**config.mk**
```make
export PLATFORM = sky130hd
export DESIGN_NAME = wave_scale_ctrl
export DESIGN_NICKNAME = d
export VERILOG_FILES = /design/src/rtl/wave_scale_ctrl.sv
export SDC_FILE = /design/constraint.sdc
export NUM_CORES = 1
export LEC_CHECK = 0
export CAP_MARGIN = 20
export CELL_PAD_IN_SITES_DETAIL_PLACEMENT = 1
export CELL_PAD_IN_SITES_GLOBAL_PLACEMENT = 2
export CORE_ASPECT_RATIO = 0.9
export CORE_MARGIN = 2
export CORE_UTILIZATION = 30
export DETAILED_ROUTE_END_ITERATION = 6
export PLACE_DENSITY_LB_ADDON = 0.05
export SLEW_MARGIN = 40
export SYNTH_ARGS = -nofsm -noshare
export SYNTH_HDL_FRONTEND = slang
export SYNTH_SLANG_ARGS = --single-unit
```
**constraint.sdc**
```tcl
create_clock -name clk -period 2.81 [get_ports clk]
set_clock_uncertainty 0.15 [all_clocks]
set_input_delay 0.281 -clock clk [delete_from_list [all_inputs] [get_ports clk]]
set_output_delay 0.281 -clock clk [all_outputs]
set_load 0.01 [all_outputs]
```
**src/rtl/wave_scale_ctrl.sv**
```systemverilog
// wave_scale_ctrl: captures one frame of signed samples, scales them through
// an external 10x10 multiplier and writes clamped screen rows to a line RAM.
//
// Ports:
//   clk, rst_n               clock, synchronous active-low reset
//   arm, gain                start request (IDLE only), Q3.6 gain latched on arm
//   sample_valid/ready/sample upstream sample handshake
//   mul_a, mul_b, mul_p      multiplier operands and combinational product
//   wr_en, wr_addr, wr_data  line-RAM write port
//   busy, done               frame in progress, end-of-frame pulse
module wave_scale_ctrl #(
  parameter int COLS     = 640,
  parameter int ROWS     = 480,
  parameter int SHIFT    = 6,
  parameter int Y_CENTER = 240
) (
  input  logic        clk,
  input  logic        rst_n,
  input  logic        arm,
  input  logic [9:0]  gain,
  input  logic        sample_valid,
  output logic        sample_ready,
  input  logic [9:0]  sample,
  output logic [9:0]  mul_a,
  output logic [9:0]  mul_b,
  input  logic [19:0] mul_p,
  output logic        wr_en,
  output logic [9:0]  wr_addr,
  output logic [8:0]  wr_data,
  output logic        busy,
  output logic        done
);

  localparam logic [1:0] IDLE    = 2'd0;
  localparam logic [1:0] CAPTURE = 2'd1;
  localparam logic [1:0] FLUSH   = 2'd2;
  localparam logic [1:0] DONE    = 2'd3;

  localparam logic [9:0] LAST = 10'(COLS - 1);
  localparam logic signed [20:0] RND =
    21'sd1 <<< (SHIFT - 1);
  localparam logic signed [20:0] YC   = 21'(Y_CENTER);
  localparam logic signed [20:0] YMAX = 21'(ROWS - 1);
  localparam logic [8:0] RMAX = 9'(ROWS - 1);

  logic [1:0]  state;
  logic        v0;
  logic        v1;
  logic [19:0] prod;
  logic [9:0]  col;
  logic [9:0]  acc;
  logic        xfer;

  logic signed [20:0] sum;
  logic signed [20:0] r;
  logic signed [20:0] y;
  logic [8:0]         row;

  assign sample_ready = (state == CAPTURE);
  assign busy = (state == CAPTURE) || (state == FLUSH);
  assign done = (state == DONE);
  assign xfer = sample_valid && sample_ready;

  // Round half up, then map sample 0 to Y_CENTER
  // (positive values go up the screen).
  always_comb begin
    sum = $signed({prod[19], prod}) + RND;
    r   = sum >>> SHIFT;
    y   = YC - r;
    row = y[8:0];
    if (y < 0) begin
      row = '0;
    end else if (y > YMAX) begin
      row = RMAX;
    end
  end

  always_ff @(posedge clk) begin
    if (!rst_n) begin
      state   <= IDLE;
      v0      <= 1'b0;
      v1      <= 1'b0;
      mul_a   <= '0;
      mul_b   <= '0;
      prod    <= '0;
      col     <= '0;
      acc     <= '0;
      wr_en   <= 1'b0;
      wr_addr <= '0;
      wr_data <= '0;
    end else begin
      v0 <= xfer;
      if (xfer) begin
        mul_a <= sample;
      end
      prod    <= mul_p;
      v1      <= v0;
      wr_en   <= v1;
      wr_data <= row;
      wr_addr <= col;
      if (v1) begin
        col <= (col == LAST) ? '0 : col + 10'd1;
      end

      unique case (state)
        IDLE: begin
          if (arm) begin
            mul_b <= gain;
            col   <= '0;
            acc   <= '0;
            state <= CAPTURE;
          end
        end
        CAPTURE: begin
          if (xfer) begin
            acc <= acc + 10'd1;
            if (acc == LAST) begin
              state <= FLUSH;
            end
          end
        end
        // v0/v1 empty means the last write is in
        // the output register this cycle.
        FLUSH: begin
          if (!v0 && !v1) begin
            state <= DONE;
          end
        end
        DONE: begin
          state <= IDLE;
        end
        default: begin
          state <= IDLE;
        end
      endcase
    end
  end

endmodule

```
==> impl_metrics.json, run 1 <==
{
  "cts_tree": "yes",
  "grt_max_degree": 34,
  "hold_slack_ps": 306.7,
  "vias": 3470,
  "antenna_cells": 0,
  "ant_nets": 0,
  "swShare": 0.2931,
  "cts-buffers-inserted": 9,
  "grt_pass1_vias": 3542,
  "p_per_area_nw_per_um2": 629.5,
  "coreArea_um2": 12740,
  "rsz0062_at_grt": "false",
  "hold_viol": 0,
  "slew_violations": 0,
  "critPathMaxFanout": 10,
  "grt_antenna_before_repair": 0,
  "setup-violations-final": 0,
  "ys.flop_type": "dfxtp_1",
  "post_drt_wl_per_cell_um": 14.95,
  "critPathSlowestCell": "a211oi_4",
  "syn_avg_cell_area_um2": 9.032,
  "hold_path_class": "in -> reg",
  "ys_warn_count": 0,
  "start_kind": "flop",
  "syn_inst": 434,
  "p_clk_frac": 0.384,
  "synth.distinct_cells": 70,
  "worstPathRequired_ps": 2890,
  "dieArea_um2": 14000,
  "ios": 87,
  "post_route_cells_drive_above_1_share": 0.1661,
  "p_comb_frac": 0.247,
  "design_area_um2": 5508,
  "finalWirelength_um": 10730,
  "ir_drop_mv": 0.4172,
  "die_width_um": 124.5,
  "timing.fmax_ghz": 0.3795,
  "setup_ws_ps": 174.6,
  "path_cells": "ha_2, a21oi_1, o211a_1, a211oi_4, nor3_1, o22a_1, o311a_1, buf_4, and4b_1",
  "cts_max_level": 3,
  "n_fill_cell": 1479,
  "p_leak_nw": 2.065,
  "floorplan.initialDensity": 0.3078,
  "finalCriticalPeriod_ps": 2635,
  "clkTransAtPathRegs_ps": 70,
  "pre_cts_ws_ps": -20.96,
  "num_rows": 39,
  "multi_input_area_um2": 2185,
  "fin_setup_tns_ps": 0,
  "syn_area_um2": 3920,
  "crit_type": "reg -> reg",
  "synth.ff_latch_count": 79,
  "cts-root-buf": "clkbuf_16",
  "final_nets": 603,
  "p_sw_w": 0.001016,
  "seqPwrFrac": 0.369,
  "regArea_um2": 1582,
  "hpwl_um": 7978,
  "drt-initial-drc-count": 141,
  "clock_sinks": 79,
  "endpoint_kind": "flop",
  "drc": 0,
  "cap_violations": 0,
  "gp_congestion": 0.7827,
  "place_area_um2": 5119,
  "fin_util": 0.4325,
  "grt_pass1_wl_um": 18130,
  "slew_headroom": 0.5317,
  "drt_pass1_iterations": 4,
  "status": "finished, final reports clean",
  "synth-edff-count": 0,
  "portBuffers": 81,
  "synth.yosys.seq_area_share": 0.4034,
  "async_reset_ff_frac": 0,
  "ctsHoldBuffers": 0,
  "arrival_ps": 2720,
  "fin_crit_sh": 0.9379,
  "worstMarginPinSlew_ps": 699.9,
  "track_usage": 0.1610,
  "dieHeight_um": 112.4,
  "syn2layout_area_growth_pct": 40.50,
  "grt-ovfl-total": 0,
  "syn-num-nets": 488,
  "internal-power_w": 0.002451,
  "clk_path_buf_depth": 2,
  "clkLatencyLatePin_ps": 340,
  "cp_slowest_stage_delay_ps": 370,
  "routed_via_density": 4.833
}
-- final timing paths --
path	from	end	slack, ps	cells after the start
setup / recovery	prod[5]	wr_data[5]	170	9
hold / removal	rst_n	mul_a[9]	310	2
setup reg to reg	prod[5]	wr_data[5]	170	9
hold reg to reg	mul_b[8]	mul_b[8]	310	2
-- cells in the mapped netlist, drive strengths merged (3+ instances only) --
master	count	share of area
dfxtp	79	0.40
nand2	57	0.056
nor2	34	0.033
and2	31	0.050
a21boi	21	0.040
xnor2	17	0.038
nand3	15	0.022
o21ai	14	0.018
xor2	14	0.036
clkbuf	13	0.013
inv	12	0.011
buf	10	0.022
ha	10	0.032
nand4	10	0.020
a31oi	8	0.013
nor3	8	0.014
a21oi	7	0.012
a41oi	7	0.016
a211oi	6	0.016
and3	5	0.0080
and4	5	0.011
nor2b	5	0.0080
o211ai	4	0.0089
o31ai	4	0.011
nand2b	3	0.0048
nor4	3	0.0064
or4	3	0.0077
-- registers in the layout, indices dropped and copies added, names as in the netlist --
signal   flops
v1           1
wr_data      9
wr_addr     10
state        2
mul_b       10
prod        15
col         10
mul_a       10
wr_en        1
v0           1
acc         10
-- per-stage QoR --
step	total power, W	cells
4_1_cts	0.003536	715
6_report	0.003467	718
2_1_floorplan	0.001765	434
5_1_grt	0.003687	718
3_5_place_dp	0.002173	699
3_3_place_gp	0.002158	699
-- layout by cell type, fill, tap and decap left out, types with 3 or more instances in the layout --
master and count:
clkbuf_16 9, xor2_1 13, and2_1 29, buf_4 46, o211ai_1 3, nand4_1 9, nor2b_1 4, ha_1 9
and3_1 5, a211oi_1 3, a21boi_0 21, nand2_1 56, dfxtp_1 79, nand3_1 13, nor3_1 6, a21oi_1 6
o31ai_1 3, nor2_1 33, and4_1 3, a31oi_1 8, o21ai_0 12, a41oi_1 7, inv_1 12, xnor2_1 17
clkdlybuf4s50_1 80, nand2b_1 3
-- area by class of cell --
cell class                      count  area share
Timing Repair Buffer              127      0.2090
Inverter                           12    0.008178
Clock inverter                      5     0.01590
Multi-Input combinational cell    320      0.3966
Sequential cell                    79      0.2871
Tap cell                          164     0.03726
Clock buffer                       11     0.04589
-- worst max-delay path, delay by kind of cell, from the launching register on --
family / cells / cell delay, ps
fa+ha+maj: 1 / 310
compound gates: 5 / 1230
buf+inv: 1 / 170
flops: 1 / 340
simple gates: 2 / 310
-- cells by family after synthesis --
| kind of cell | after synthesis | synth area share |
|---|---|---|
| compound gates | 91 | 0.1807 |
| xor+xnor | 31 | 0.07405 |
| fa+ha+maj | 10 | 0.03192 |
| buf+inv | 35 | 0.04596 |
| flops | 79 | 0.4034 |
| mux | 2 | 0.005107 |
| simple gates | 186 | 0.2589 |
-- metal layers --
layer	routed length (µm)	global-route usage	share of wire	vias up
met5	0	0	0	-
met2	4758	0.2492	0.44	79
met1	5124	0.2083	0.48	1633
met4	88	0.03745	0.0082	0
li1	-	-	-	1749
met3	761	0.06959	0.071	9
-- power groups by stage --
stage	Sequential [W]	Combinational [W]	Clock (W)
floorplan	0.00132	0.000448	0
global route	0.00130	0.000965	0.00143
finish	0.00128	0.000856	0.00133
CTS	0.00128	0.000875	0.00138
detailed placement	0.00131	0.000868	0
global placement	0.00130	0.000858	0
-- timing repair --
action,4_1_cts,5_1_grt
pin swaps,0,3
setup endpoints to repair,7,8
resized for setup,1,5
hold endpoints to repair,0,0
setup buffers,0,3
Power figures use the tool's default switching activity.
==> inputs of run 2 (changes only) <==
- PLACE_DENSITY_LB_ADDON: 0.05 -> 0.1
- RECOVER_POWER: unset -> 25
==> impl_metrics.json, run 2 (same netlist as run 1, synthesis figures left out) <==
{
  "slew_headroom": 0.5376,
  "drt-initial-drc-count": 118,
  "ir_drop_mv": 0.3408,
  "drc": 0,
  "hpwl_um": 7871,
  "ios": 87,
  "crit_type": "reg -> reg",
  "p_per_area_nw_per_um2": 600.8,
  "grt_max_degree": 30,
  "arrival_ps": 2680,
  "coreArea_um2": 12740,
  "finalCriticalPeriod_ps": 2650,
  "post_drt_wl_per_cell_um": 14.85,
  "slew_violations": 0,
  "track_usage": 0.1557,
  "clkTransAtPathRegs_ps": 70,
  "clkLatencyLatePin_ps": 330,
  "rr_worst_depth": 8,
  "instances_no_fill": 707,
  "final_nets": 592,
  "endpoint_kind": "flop",
  "fin_setup_tns_ps": 0,
  "critPathSlowestCell": "or4_4",
  "cap_violations": 0,
  "holdPathStages": 2,
  "path_cells": "ha_2, or4_4, a21oi_4, nor3_4, buf_4, o31ai_4, xor2_4, a41oi_1",
  "gp_congestion": 0.8078,
  "regToRegStartpoint": "prod[5]",
  "fin_crit_sh": 0.9430,
  "hold_path_class": "reg -> reg",
  "routed_via_density": 4.857,
  "start_kind": "flop",
  "top_register": "prod",
  "grt_pass1_wl_um": 17730,
  "clk_path_buf_depth": 2,
  "layout_commonest_cell": "dfxtp_1",
  "grt-ovfl-total": 0,
  "rsz0062_at_grt": "false",
  "reg2reg_slack_ps": 160,
  "p_leak_nw": 1.983,
  "r2r_end": "wr_data[3]",
  "clock_sinks": 79,
  "post_route_cells_drive_above_1_share": 0.1436,
  "vias": 3434,
  "cts-buffers-inserted": 9,
  "ant_nets": 0,
  "worstMarginPinSlew_ps": 691.0,
  "timing.fmax_ghz": 0.3774,
  "cts_tree": "yes",
  "cts-root-buf": "clkbuf_16",
  "status": "finished, final reports clean",
  "hold_viol": 0,
  "grt_pass1_vias": 3497,
  "dieHeight_um": 112.4,
  "critPathMaxFanout": 9,
  "cts_max_level": 3,
  "holdPathEnd": "mul_a[9]",
  "largest_reg_flops": 15,
  "num_rows": 39,
  "worstPathRequired_ps": 2840,
  "dp_cells": 690,
  "floorplan.initialDensity": 0.3078,
  "portBuffers": 81,
  "drt_pass1_iterations": 4,
  "hp-start": "mul_a[9]",
  "cp_slowest_stage_delay_ps": 560,
  "syn2layout_area_growth_pct": 36.83,
  "die_width_um": 124.5,
  "finalWirelength_um": 10500,
  "ctsHoldBuffers": 0,
  "grt_antenna_before_repair": 0,
  "antenna_cells": 0,
  "setup-violations-final": 0,
  "final_cell_mix": "79 x dfxtp_1, 69 x clkdlybuf4s50_1, 56 x nand2_1",
  "dieArea_um2": 14000
}
## run 2: cell count changes in the layout (fill, tap and decap cells not counted), sizes merged
cell	before	now
buf	47	34
dlygate4sd3	0	12
clkdlybuf4s50	80	69
bufinv	2	0
clkinv	0	2
clkbuf	11	12
## run 2: worst max-delay path: cells and delay by family, from the launching register on
| kind | cells | cell delay, ps |
|---|---|---|
| buf+inv | 1 | 170 |
| simple gates | 2 | 630 |
| xor+xnor | 1 | 290 |
| compound gates | 3 | 680 |
| fa+ha+maj | 1 | 250 |
| flops | 1 | 310 |
## run 2: layout make-up
class | instances | area (µm²)
Fill cell | 1474 | 7372
Multi-Input combinational cell | 320 | 2178
Sequential cell | 79 | 1582
Timing Repair Buffer | 116 | 1070
Clock buffer | 11 | 242.7
Tap cell | 164 | 205.2
Inverter | 12 | 45.04
Clock inverter | 5 | 41.29
## run 2: what timing repair did
item	CTS	global route
setup buffers	0	1
resized for setup	0	4
setup endpoints to repair	0	9
## run 2: worst max path at each step
stage | from | to | slack (ps)
global placement | prod[5] | wr_data[1] | 70
global route | prod[5] | wr_data[2] | 30
detailed placement | prod[5] | wr_data[0] | 30
finish | prod[5] | wr_data[3] | 160
CTS | prod[12] | wr_data[0] | 9
floorplan | prod[5] | wr_data[5] | 280
## run 2: per-layer routing
metal | wire length (µm) | GRT usage
met1 | 4990 | 0.2045
met5 | 0 | 0
met3 | 538 | 0.04242
met2 | 4837 | 0.2510
met4 | 135 | 0.04719
## run 2: stage by stage
| step | instance area (µm²) | hold WS, ps | utilization | setup WS [ps] | total power, W |
|---|---|---|---|---|---|
| final | 5364 | 312.7 | 0.4212 | 160.1 | 0.003223 |
| after floorplan | 3920 | 258.3 | - | 282.0 | 0.001765 |
| after global placement | 5056 | 298.9 | 0.3970 | 70.33 | 0.002137 |
| after CTS | 5340 | 319.2 | 0.4193 | 8.819 | 0.003296 |
| after detailed placement | 5056 | 308.5 | 0.3970 | 26.18 | 0.002151 |
| after global routing | 5364 | 338.5 | 0.4212 | 25.64 | 0.003436 |
## run 2: power breakdown
group | internal, W | total, W | switching [W]
sequential | 0.00121 | 0.00128 | 0.0000656
combinational | 0.000383 | 0.000835 | 0.000452
clock | 0.000632 | 0.00111 | 0.000478
total | 0.00223 | 0.00322 | 0.000995
==> inputs of run 3 (changes only) <==
- ABC_AREA: unset -> 1
- CORE_UTILIZATION: 30 -> 27
- SLEW_MARGIN: 40 -> unset
==> impl_metrics.json, run 3 <==
{
  "status": "finished, final reports clean",
  "grt_use_met1": 0.1647,
  "post_drt_wl_per_cell_um": 13.03,
  "gr-usage-met3": 0.05909,
  "cts-root-buf": "clkbuf_16",
  "routed_via_density": 4.430,
  "clock_sinks": 79,
  "fin_crit_sh": 0.8923,
  "finalCriticalPeriod_ps": 2507,
  "fin_util": 0.3733,
  "cts_max_level": 3,
  "critical_path_buf_inv_count": 1,
  "power_w": 0.003498,
  "critPathTopFamily": "simple AND/OR/NAND/NOR gates",
  "grt_antenna_before_repair": 0,
  "setup-violations-final": 0,
  "p_leak_nw": 2.334,
  "clk_path_buf_depth": 2,
  "syn_area_um2": 3780,
  "syn_avg_cell_area_um2": 7.200,
  "layout_commonest_cell": "nand2_1",
  "slew_violations": 0,
  "drt_pass1_iterations": 4,
  "finalWirelength_um": 10330,
  "gp_congestion": 0.7659,
  "cts_tree": "yes",
  "synthAdderAreaFrac": 0.03310,
  "place_area_um2": 4820,
  "synth_compound_area_frac": 0.08110,
  "cp_common_cell": "nand2_2",
  "p_sw_w": 0.001049,
  "portBuffers": 81,
  "synth_top_family_by_area": "simple AND/OR/NAND/NOR gates",
  "hold_viol": 0,
  "ctsHoldBuffers": 0,
  "hpwl_um": 7950,
  "floorplan.initialDensity": 0.2729,
  "drt-initial-drc-count": 81,
  "top_usage_layer": "met2",
  "cap_violations": 0,
  "largest_reg_flops": 15,
  "antenna_cells": 0,
  "rsz0062_at_grt": "false",
  "synth_xor_area_frac": 0.01159,
  "top_register": "prod",
  "crit_type": "reg -> reg",
  "critPathMaxFanout": 5,
  "syn-num-nets": 579,
  "path_cells": "ha_2, nand2_2, nand2_2, ha_1, nand3_1, nor2_4, nor2_4, nand2_2, nand2_1, o21ai_0, nand2_2, nor2_4, nand3_1, nand2_1, inv_1",
  "cp_slowest_stage_delay_ps": 370,
  "dieHeight_um": 116.2,
  "vias": 3513,
  "synth_area_leader_cell": "dfxtp_1",
  "syn_inst": 525,
  "use_met2": 0.2571,
  "clkTransAtPathRegs_ps": 60,
  "synth_top_area_frac": 0.4184,
  "slew_headroom": 0.3589,
  "synthTopCellsByArea": "dfxtp_1 42%, nand2_1 11%, inv_1 8.5%",
  "synth.ff_latch_count": 79,
  "fin_setup_tns_ps": 0,
  "ir_drop_mv": 0.4260,
  "synth-edff-count": 0,
  "dp_cells": 776,
  "arrival_ps": 2600,
  "grt_pass1_vias": 3687,
  "cts-buffers-inserted": 9,
  "n_fill_cell": 1724,
  "internal-power_w": 0.002449,
  "syn2layout_area_growth_pct": 36.78,
  "clkLatencyLatePin_ps": 340,
  "coreArea_um2": 13850,
  "swShare": 0.2999,
  "num_rows": 41,
  "grt_pass1_wl_um": 17370,
  "hold_path_class": "in -> reg",
  "ios": 87,
  "p_comb_frac": 0.255,
  "synth-simple-area-share": 0.3575,
  "cts_setup_buffers": 0,
  "ant_nets": 0,
  "final_cell_mix": "105 x nand2_1, 86 x inv_1, 80 x clkdlybuf4s50_1",
  "grt-ovfl-total": 0,
  "instances_no_fill": 793,
  "ys.flop_type": "dfxtp_1",
  "seqPwrFrac": 0.373,
  "start_kind": "flop",
  "worstPathRequired_ps": 2900,
  "async_reset_ff_frac": 0,
  "yosysMostFrequentCell": "nand2_1",
  "final_nets": 670,
  "ys_top_cells_by_count": "106 x nand2_1, 86 x inv_1, 79 x dfxtp_1, 70 x nor2_1, 38 x o21ai_0",
  "ys_warn_count": 0,
  "dieArea_um2": 14960,
  "synth_mux_area_frac": 0,
  "p_clk_frac": 0.372,
  "timing.fmax_ghz": 0.3988,
  "design_area_um2": 5170,
  "die_width_um": 128.7,
  "grt_max_degree": 51,
  "p_per_area_nw_per_um2": 676.5,
  "endpoint_kind": "flop",
  "synth.yosys.seq_area_share": 0.4184,
  "worstMarginPinSlew_ps": 961.6,
  "post_route_cells_drive_above_1_share": 0.1240,
  "drc": 0,
  "ctsResizeCount": 0,
  "track_usage": 0.1473,
  "synth.distinct_cells": 30,
  "critPathSlowestCell": "dfxtp_2"
}
-- run 3: cell types whose count changed in the layout (fill, tap and decap cells not counted), sizes merged, moves of 7 or more --
cell           previous run  this run
clkdlybuf4s50            69        80
xnor2                    17         0
inv                      14        92
o21ai                    14        39
a41oi                     7         0
buf                      34         5
and2                     31         0
a21boi                   21         0
dlygate4sd3              12         0
a31oi                     8         1
xor2                     14         5
nand2                    57       128
nand3                    15        38
nor2                     34        85
-- run 3: stage by stage --
| stage | setup slack, ps | hold slack [ps] |
|---|---|---|
| after global routing | 41.99 | 154.8 |
| after CTS | 171.4 | 125.0 |
| final | 302.7 | 133.7 |
| after floorplan | 526.6 | 228.6 |
| after detailed placement | 195.3 | 275.4 |
| after global placement | 265.8 | 268.7 |
-- run 3: cells by family (layout without fill, tap and decap cells) --
kind of cell	Yosys count	after routing
AND/OR/NAND/NOR	275	276
buffers and inverters	99	194
flip-flops	79	79
AO/OA/AOI/OAI	57	57
adder cells (fa/ha/maj)	10	10
XOR/XNOR	5	5
-- run 3: power by group through the flow --
stage / Sequential, W / Combinational, W / Clock (W)
floorplan: 0.00135 / 0.000433 / 0
global placement: 0.00132 / 0.000890 / 0
detailed placement: 0.00133 / 0.000902 / 0
CTS: 0.00131 / 0.000916 / 0.00135
global route: 0.00132 / 0.00101 / 0.00140
finish: 0.00130 / 0.000893 / 0.00130
-- run 3: layer usage --
layer  part of all wire  wire length (µm)
met1               0.44              4531
met2               0.48              4962
met3              0.067               688
met4              0.015               152
met5                  0                 0
-- run 3: final timing paths --
check	from	slack [ps]	cells past startpoint	end
worst max-delay path	prod[5]	300	15	wr_data[4]
worst min-delay path	rst_n	130	3	v0
worst max register to register	prod[5]	300	15	wr_data[4]
worst min register to register	col[9]	280	2	wr_addr[9]
-- run 3: area by class of cell --
type / instances / area, µm² / area share
Multi-Input combinational cell: 348 / 1856 / 0.3589
Inverter: 90 / 337.8 / 0.06534
Clock buffer: 10 / 239.0 / 0.04622
Clock inverter: 6 / 90.09 / 0.01742
Sequential cell: 79 / 1584 / 0.3064
Tap cell: 172 / 215.2 / 0.04163
Timing Repair Buffer: 88 / 848.3 / 0.1641
-- run 3: worst reg2reg max path: cells and delay by family (launching register included) --
family,cells,cell delay (ps)
AO/OA/AOI/OAI,1,210
buffers and inverters,1,30
flip-flops,1,370
AND/OR/NAND/NOR,11,1210
adder cells (fa/ha/maj),2,440
